`src/rtl/vga_sync_decoder.sv`:
```
// Receive-side VGA sync decoder: recovers pixel coordinates and tile address
// from HS/VS/DA, measures line/frame timing, and reports lock or timing errors.
module vga_sync_decoder #(
    parameter int WIDTH       = 640,
    parameter int HEIGHT      = 480,
    parameter int HTOTAL      = 801,
    parameter int VTOTAL      = 526,
    parameter int HPULSEN     = 1,
    parameter int VPULSEN     = 1,
    parameter int LOCK_FRAMES = 2
) (
    input  logic        clk,
    input  logic        reset,
    input  logic        vga_HS,
    input  logic        vga_VS,
    input  logic        vga_DA,
    output logic        pvalid,
    output logic [9:0]  px,
    output logic [9:0]  py,
    output logic [31:0] vaddr,
    output logic [9:0]  line_len,
    output logic [9:0]  frame_lines,
    output logic        locked,
    output logic        err
);
    localparam logic [31:0] HPOL     = HPULSEN;
    localparam logic [31:0] VPOL     = VPULSEN;
    localparam logic [9:0]  WIDTH_L  = 10'(WIDTH);
    localparam logic [9:0]  HEIGHT_L = 10'(HEIGHT);
    localparam logic [9:0]  HTOTAL_L = 10'(HTOTAL);
    localparam logic [9:0]  VTOTAL_L = 10'(VTOTAL);
    localparam logic [3:0]  LF       = 4'(LOCK_FRAMES);

    function automatic logic [9:0] sat_inc(input logic [9:0] v);
        return (v == 10'h3FF) ? v : v + 10'd1;
    endfunction

    // Stage s1 holds the polarity-normalised syncs, so a cleared history
    // reads as "inactive" and reset release never fakes a sync edge.
    logic s1_hs_reg, s1_vs_reg, s1_da_reg;
    logic s2_hs_reg, s2_vs_reg, s2_da_reg;

    logic        pvalid_reg, pvalid_next;
    logic [9:0]  px_reg, px_next, py_reg, py_next;
    logic [31:0] vaddr_reg, vaddr_next;
    logic [9:0]  hcount_reg, hcount_next, line_len_reg, line_len_next;
    logic [9:0]  vcount_reg, vcount_next, frame_lines_reg, frame_lines_next;
    logic [9:0]  run_reg, run_next, runs_reg, runs_next;
    logic        bad_reg, bad_next, armed_reg, armed_next;
    logic [3:0]  good_reg, good_next;
    logic        locked_reg, locked_next, err_reg, err_next;

    logic        hs_rise, vs_rise, da_rise, da_fall, bad_eff;
    logic [9:0]  hs_len, vcount_eff, runs_eff;
    logic [3:0]  good_inc;

    assign hs_rise = s1_hs_reg & ~s2_hs_reg;
    assign vs_rise = s1_vs_reg & ~s2_vs_reg;
    assign da_rise = s1_da_reg & ~s2_da_reg;
    assign da_fall = ~s1_da_reg & s2_da_reg;

    always_comb begin
        px_next          = px_reg;
        py_next          = py_reg;
        vaddr_next       = vaddr_reg;
        pvalid_next      = s1_da_reg;
        hcount_next      = sat_inc(hcount_reg);
        line_len_next    = line_len_reg;
        frame_lines_next = frame_lines_reg;
        run_next         = run_reg;
        armed_next       = armed_reg;
        good_next        = good_reg;
        locked_next      = locked_reg;
        err_next         = 1'b0;

        if (da_rise)
            px_next = 10'd0;
        else if (s1_da_reg)
            px_next = px_reg + 10'd1;

        if (vs_rise)
            py_next = 10'd0;
        else if (da_fall)
            py_next = sat_inc(py_reg);

        if (s1_da_reg)
            vaddr_next = {27'd0, px_next[9:5]} + {27'd0, py_next[9:5]} * 32'd20;

        hs_len = sat_inc(hcount_reg);
        if (hs_rise) begin
            line_len_next = hs_len;
            hcount_next   = 10'd0;
        end

        if (da_rise)
            run_next = 10'd1;
        else if (s1_da_reg)
            run_next = sat_inc(run_reg);

        // Same-cycle HS edge and DA fall belong to the frame that is ending.
        vcount_eff  = hs_rise ? sat_inc(vcount_reg) : vcount_reg;
        runs_eff    = da_fall ? sat_inc(runs_reg) : runs_reg;
        bad_eff     = bad_reg | (hs_rise & (hs_len != HTOTAL_L))
                              | (da_fall & (run_reg != WIDTH_L));
        vcount_next = vcount_eff;
        runs_next   = runs_eff;
        bad_next    = bad_eff;
        good_inc    = (good_reg >= LF) ? LF : good_reg + 4'd1;

        if (vs_rise) begin
            frame_lines_next = vcount_eff;
            vcount_next      = 10'd0;
            runs_next        = 10'd0;
            bad_next         = 1'b0;
            if (!armed_reg) begin
                armed_next = 1'b1;
            end else if (bad_eff || (runs_eff != HEIGHT_L) || (vcount_eff != VTOTAL_L)) begin
                err_next    = 1'b1;
                locked_next = 1'b0;
                good_next   = 4'd0;
            end else begin
                good_next = good_inc;
                if (good_inc == LF)
                    locked_next = 1'b1;
            end
        end
    end

    always_ff @(posedge clk or negedge reset) begin
        if (!reset) begin
            s1_hs_reg       <= 1'b0;
            s1_vs_reg       <= 1'b0;
            s1_da_reg       <= 1'b0;
            s2_hs_reg       <= 1'b0;
            s2_vs_reg       <= 1'b0;
            s2_da_reg       <= 1'b0;
            pvalid_reg      <= 1'b0;
            px_reg          <= 10'd0;
            py_reg          <= 10'd0;
            vaddr_reg       <= 32'd0;
            hcount_reg      <= 10'd0;
            line_len_reg    <= 10'd0;
            vcount_reg      <= 10'd0;
            frame_lines_reg <= 10'd0;
            run_reg         <= 10'd0;
            runs_reg        <= 10'd0;
            bad_reg         <= 1'b0;
            armed_reg       <= 1'b0;
            good_reg        <= 4'd0;
            locked_reg      <= 1'b0;
            err_reg         <= 1'b0;
        end else begin
            s1_hs_reg       <= vga_HS ^ HPOL[0];
            s1_vs_reg       <= vga_VS ^ VPOL[0];
            s1_da_reg       <= vga_DA;
            s2_hs_reg       <= s1_hs_reg;
            s2_vs_reg       <= s1_vs_reg;
            s2_da_reg       <= s1_da_reg;
            pvalid_reg      <= pvalid_next;
            px_reg          <= px_next;
            py_reg          <= py_next;
            vaddr_reg       <= vaddr_next;
            hcount_reg      <= hcount_next;
            line_len_reg    <= line_len_next;
            vcount_reg      <= vcount_next;
            frame_lines_reg <= frame_lines_next;
            run_reg         <= run_next;
            runs_reg        <= runs_next;
            bad_reg         <= bad_next;
            armed_reg       <= armed_next;
            good_reg        <= good_next;
            locked_reg      <= locked_next;
            err_reg         <= err_next;
        end
    end

    assign pvalid      = pvalid_reg;
    assign px          = px_reg;
    assign py          = py_reg;
    assign vaddr       = vaddr_reg;
    assign line_len    = line_len_reg;
    assign frame_lines = frame_lines_reg;
    assign locked      = locked_reg;
    assign err         = err_reg;
endmodule
```
`config.mk`:
```
export PLATFORM = sky130hd
export DESIGN_NAME = vga_sync_decoder
export DESIGN_NICKNAME = d
export VERILOG_FILES = /design/src/rtl/vga_sync_decoder.sv
export SDC_FILE = /design/constraint.sdc
export NUM_CORES = 1
export LEC_CHECK = 0
export CAP_MARGIN = 30
export CORE_MARGIN = 5
export CORE_UTILIZATION = 50
export CTS_CLUSTER_DIAMETER = 30
export DETAILED_ROUTE_END_ITERATION = 16
export GPL_TIMING_DRIVEN = 0
export HOLD_SLACK_MARGIN = 0.08
export PLACE_DENSITY = 0.82
export SLEW_MARGIN = 25
export SYNTH_ARGS = -nofsm -noshare
export SYNTH_HDL_FRONTEND = slang
export SYNTH_SLANG_ARGS = --single-unit
```
`constraint.sdc`:
```
create_clock -name clk -period 3.3 [get_ports clk]
set_input_delay 0.33 -clock clk [delete_from_list [all_inputs] [get_ports clk]]
set_output_delay 0.33 -clock clk [all_outputs]
set_load 0.005 [all_outputs]
```
# Word-level counts from Yosys, hierarchy flattened
# Index checks and enable logic that the tools add are counted.
classes:
  addsub: 8
  multipliers: 1
  n_div: 0
  n_lt_le_gt_ge: 1
  n_eq_ne: 12
  n_shift: 0
  mux: 24
  bitwise: 14
  reduce_logical: 9
op_table:
  columns: ["op", "count"]
  rows:
  - ["$mux 10", 16]
  - ["$add 10x1->10 const B", 6]
  - ["$eq 10x10->1 const B", 5]
  - ["$ne 10x10->1 const B", 3]
  - ["$add 5x10->11", 1]
  - ["$ne 10x9->1 const B", 1]
  - ["$mul 5x3->8 const B", 1]
  - ["$mux 4", 2]
  - ["$and 1x1->1", 6]
  - ["$mux 1", 6]
  - ["$not 1->1", 6]
  - ["$reduce_and 2->1", 3]
  - ["$reduce_bool 2->1", 3]
  - ["$add 4x1->4 const B", 1]
  - ["$eq 4x2->1 const B", 1]
  - ["$ge 4x2->1 const B", 1]
  - ["$ne 2x2->1 const B", 2]
  - ["$reduce_and 3->1", 1]
  - ["$logic_or 1x1->1", 2]
  - ["$or 1x1->1", 2]
word_totals:
  regBits: 126
  latch_bits: 0
  mem_bits_rw: 0
  romBits: 0
  memories: 0

# Longest topological paths before layout
# Gate-level depths: netlist of the first run.
logic_depth:
  ltp_word: 11
  ltp_mapped: 16
  mapped_depth_nobuf: 16

# Worst setup path after synthesis of the first run
# OpenSTA, ideal clock, no wires.
synth_path:
  path_kind: "flip-flop to flip-flop"
  from: "register py_reg[0], in the netlist py[0]"
  to: "register vaddr_reg[9], in the netlist vaddr[9]"
  setup_time_ns: 0.137
  arrival_ns: 3.558
  t_required_ns: 3.163
  slack_ns: -0.395
  path_stages_with_launch: 17
  n_path_buf: 0
  cell_sequence: "dfrtp_1 ha_1 and4_4 a31oi_1 nand4_1 xor2_1 xnor2_1 nor2_1 ha_1 fa_1 xor2_1 nand2_1 nor3b_1 and3_1 a22o_1 xor2_1 a21oi_1"
synth_via:
  elab_chain_cells: 6
synth_lines:
  columns: ["element", "line_no", "source"]
  rows:
  - ["start: declaration", "44", "logic [9:0] px_reg, px_next, py_reg, py_next;"]
  - ["start signal: assignment", "161", "py_reg <= py_next;"]
  - ["$add 10x1->10 / $eq 10x10->1 (equally long branches)", "35", "return (v == 10'h3FF) ? v : v + 10'd1;"]
  - ["$mux 10 *", "35", null]
  - ["$mux 10 *", "83", "else if (da_fall)"]
  - ["$mux 10 *", "81", "if (vs_rise)"]
  - ["$mul 5x3->8 *", "87", "vaddr_next = {27'd0, px_next[9:5]} + {27'd0, py_next[9:5]} * 32'd20;"]
  - ["$add 5x10->11 *", "87", null]
  - ["end signal: assignment", "162", "vaddr_reg <= vaddr_next;"]
  - ["end: declaration", "45", "logic [31:0] vaddr_reg, vaddr_next;"]
# Mark *: on every way between the ends. The rest lies on a longest branch, timed or not. The select of a mux whose other input is x is not followed.
# A chain may end at the register's enable or synchronous reset.

# Final worst setup path of the first run
layout_path:
  from: "register py_reg[6], in the netlist py[6]"
  to: "register vaddr_reg[9], in the netlist vaddr[9]"
layout_via:
  elab_chain_cells: 6
layout_lines:
  columns: ["element", "line_no"]
  rows:
  - ["$add 10x1->10 / $eq 10x10->1 (equally long branches)", "35"]
  - ["$mux 10", "35"]
  - ["$mux 10 *", "83"]
  - ["$mux 10 *", "81"]
  - ["$mul 5x3->8 *", "87"]
  - ["$add 5x10->11 *", "87"]
# Marks and branches as above.

==> reports/qor.csv, run 1 <==
metric,value,unit
run status,"finished, violations left",
failing checks,negative setup slack,
data required time of the critical path,3.52,ns
worst hold path type,reg2reg,
Reg2Reg Launch Point,py[6],
Worst VDD drop,0.313,mV
PwrDens,404,nW/um2
H-tree levels,3,
CORE AREA,11300,um2
fin area,7120,um2
number of synthesized register bits,105,
diode count,0,
global-route wire length before repair,21200,um
vias in the first global route,4506,
WP data arrival,3.67,ns
CTS tree,done,
Critical Path End Type,flop,
via/cell ratio,5.54,
Starting Density,0.505,
Synth cell types,67,
DRT Pass-1 Iters,5,
synthesized cell area,5710,um2
Die H,117,um
Rows,39,
RD Place Congestion,0.877,
share of layout cells above drive strength 1,0.150,
Die X,117,um
Setup CP Type,reg2reg,
clock transition at the registers of the reported paths,0.07,ns
Ys Warns,0,
Startpoint Class,flop,
port buffer count,58,
die area,13700,um2
I/O Pins,80,
number of synthesized flops with an enable pin,0,
"Slew Viols, Final",0,
CTS Buf Count,9,
fin util,0.629,
Slowest Stage Delay on Critical Path,0.45,ns
clock latency at the later pin of the worst-skew pair,0.34,ns
Main synth FF type,dfrtp_1,
Synth Area per Inst,9.63,um2
GRT Overall Usage,0.194,
final setup fails,2,
vias,4696,
final net count,723,
hpwl dp,9100,um
Worst Setup SP,py[6],
"Async S/R FF share, synth",1.00,
post-route antenna net violation count,0,
"Seq/Total Area, Yosys",0.460,
WL/cell,15.2,um
maximum buffer depth of the clock tree,2,
filler cell count,951,
total routed wirelength,12900,um
worst-path cell chain,and4_2 -> a31oi_4 -> nand4_1 -> xor2_2 -> xnor2_1 -> nor2_1 -> ha_2 -> fa_2 -> xor2_2 -> nand2_2 -> nor3b_4 -> and3_1 -> a22o_1 -> xor2_1 -> a21oi_1,
Max Cap Viol,0,
cell leakage power,3.20,nW
Hold Startpoint,s1_vs_reg,
Fin. Hold Viols,0,
DP Area,6600,um2
Final min period,3.46,ns
Cells after Synth,593,
RSZ-0062 raised after global routing,yes,
area grow syn2layout,24.6,%
max reg flops,11,
clock sink count,105,
Crit-path slowest cell,dfrtp_2,
DRC Markers,0,
worst rel slew slack,0.608,
post-route setup slack,-0.155,ns
fin crit share,1.05,
worst slew pin tran,0.583,ns
DR iter-0 viols,228,
Layout Skew,0.00912,ns
Max Freq,289,MHz
initial antenna violation count,0,
pin count of the biggest net entering global routing,69,
"most used cell, CP",xor2_2,
largest fanout on the critical path,4,
clk root buf,clkbuf_16,
GRT Residual Overflow,0,
==> metal layers <==
metal  vias to the layer above  share of wire  GRT usage
li1                       2252              -          -
met1                      2288           0.43      0.245
met2                       136           0.50      0.330
met3                        20          0.054     0.0504
met4                         0          0.014     0.0558
met5                         -              0          0
==> where the power goes <==
part | switching [mW] | internal, mW
sequential | 0.0841 | 1.37
combinational | 0.224 | 0.214
clock | 0.451 | 0.529
total | 0.760 | 2.12
==> cell families after synthesis <==
logic type | synth area share
mux | 0.0329
simple gates | 0.225
fa+ha+maj | 0.0399
compound gates | 0.122
flops | 0.460
other cells | 0.000657
buf+inv | 0.0570
xor+xnor | 0.0627
==> timing repair <==
action	4_1_cts	5_1_grt
pin swaps	14	15
endpoints found under the setup margin	4	5
buffers inserted	12	5
endpoints found under the hold margin	37	0
gates resized for setup	13	16
hold buffers	1	0
==> layout by cell type, fill, tap and decap left out, types with 12 or more instances in the layout <==
master           count
mux2i_1             12
nor3_1              14
nand2_1             52
conb_1              21
o21ai_0             33
xnor2_1             17
clkdlybuf4s50_1     57
nand4_1             19
nor2_1              66
clkbuf_1            15
inv_1               16
nand3_1             26
a21oi_1             16
buf_4               39
dfrtp_1            104
ha_1                13
xor2_1              19
==> worst max-delay path, delay by kind of cell (launching register included) <==
family                     cells  cell delay [ns]
xor gates and xnor gates       4             0.83
DFF                            1             0.45
and+or+nand+nor                6             1.02
adders and majority gates      2             0.58
AOI/OAI and AO/OA              3             0.44
==> per-stage QoR <==
step	TNS (ns)	power, mW	cells	setup WS [ns]	hold WS, ns
finish	-0.190	2.87	848	-0.155	0.399
global route	-0.579	3.02	848	-0.311	0.417
global placement	-202.35	1.87	814	-1.93	0.376
detailed placement	-1.01	1.90	815	-0.506	0.257
CTS	-0.162	2.90	843	-0.162	0.398
floorplan	0	1.70	613	0.00306	0.0344
==> cell usage after synthesis (3+ instances only) <==
cell type    n  share of area
mux2_2       6          0.012
or2_2        5         0.0055
dfrtp_1    105           0.46
nand2_1     54          0.035
nand2b_1     9         0.0099
buf_2        5         0.0044
nor4_1       5         0.0055
o31a_1       3         0.0046
xnor2_1     18          0.028
o21ai_0     35          0.031
nor2b_1     10          0.011
nor2_1      66          0.043
ha_1        15          0.033
and2_1       8         0.0088
nand4_1     19          0.021
clkbuf_1    16          0.011
a41oi_1      4         0.0061
mux2i_1     12          0.021
nor3b_1      3         0.0039
a21oi_1     18          0.016
buf_4       22          0.029
nor3_1      14          0.012
and3_1       8         0.0088
or3_1        3         0.0033
nand3_1     26          0.023
o2bb2ai_1    3         0.0046
o31ai_1      4         0.0053
a31oi_1      7         0.0077
inv_1       16          0.011
nand3b_1     3         0.0039
and4_1       7          0.011
xor2_1      21          0.032
==> path summary, 6_finish.rpt <==
kind	slack, ns	end	depth (start not counted)
min in group asynchronous	0.46	hcount_reg[9]	2
worst min-delay path	0.40	s2_vs_reg	0
max in group asynchronous	2.20	py[6]	3
worst min register to register	0.40	s2_vs_reg	0
worst max-delay path	-0.16	vaddr[9]	15
worst max register to register	-0.16	vaddr[9]	15
==> final cells by class <==
| class | instances | area [um2] | share of cell area |
|---|---|---|---|
| plain buffers | 45 | 278 | 0.0390 |
| clock buffers | 13 | 250 | 0.0352 |
| clock inverters | 2 | 15.0 | 0.00211 |
| inverters | 16 | 60.1 | 0.00844 |
| multi-input cells | 447 | 2960 | 0.416 |
| flip-flops and latches | 105 | 2630 | 0.369 |
| well taps | 143 | 179 | 0.0251 |
| repair buffers | 77 | 747 | 0.105 |
No activity file was read; power rests on OpenSTA's default activity.
==> inputs of run 2 (changes only) <==
--- a/config.mk
+++ b/config.mk
@@ -5,6 +5,7 @@
 export SDC_FILE = /design/constraint.sdc
 export NUM_CORES = 1
 export LEC_CHECK = 0
+export ABC_AREA = 0
 export CAP_MARGIN = 30
 export CORE_MARGIN = 5
 export CORE_UTILIZATION = 50
==> results of run 2 <==
The final DEF is identical to that of run 1; final timing and power are the same.
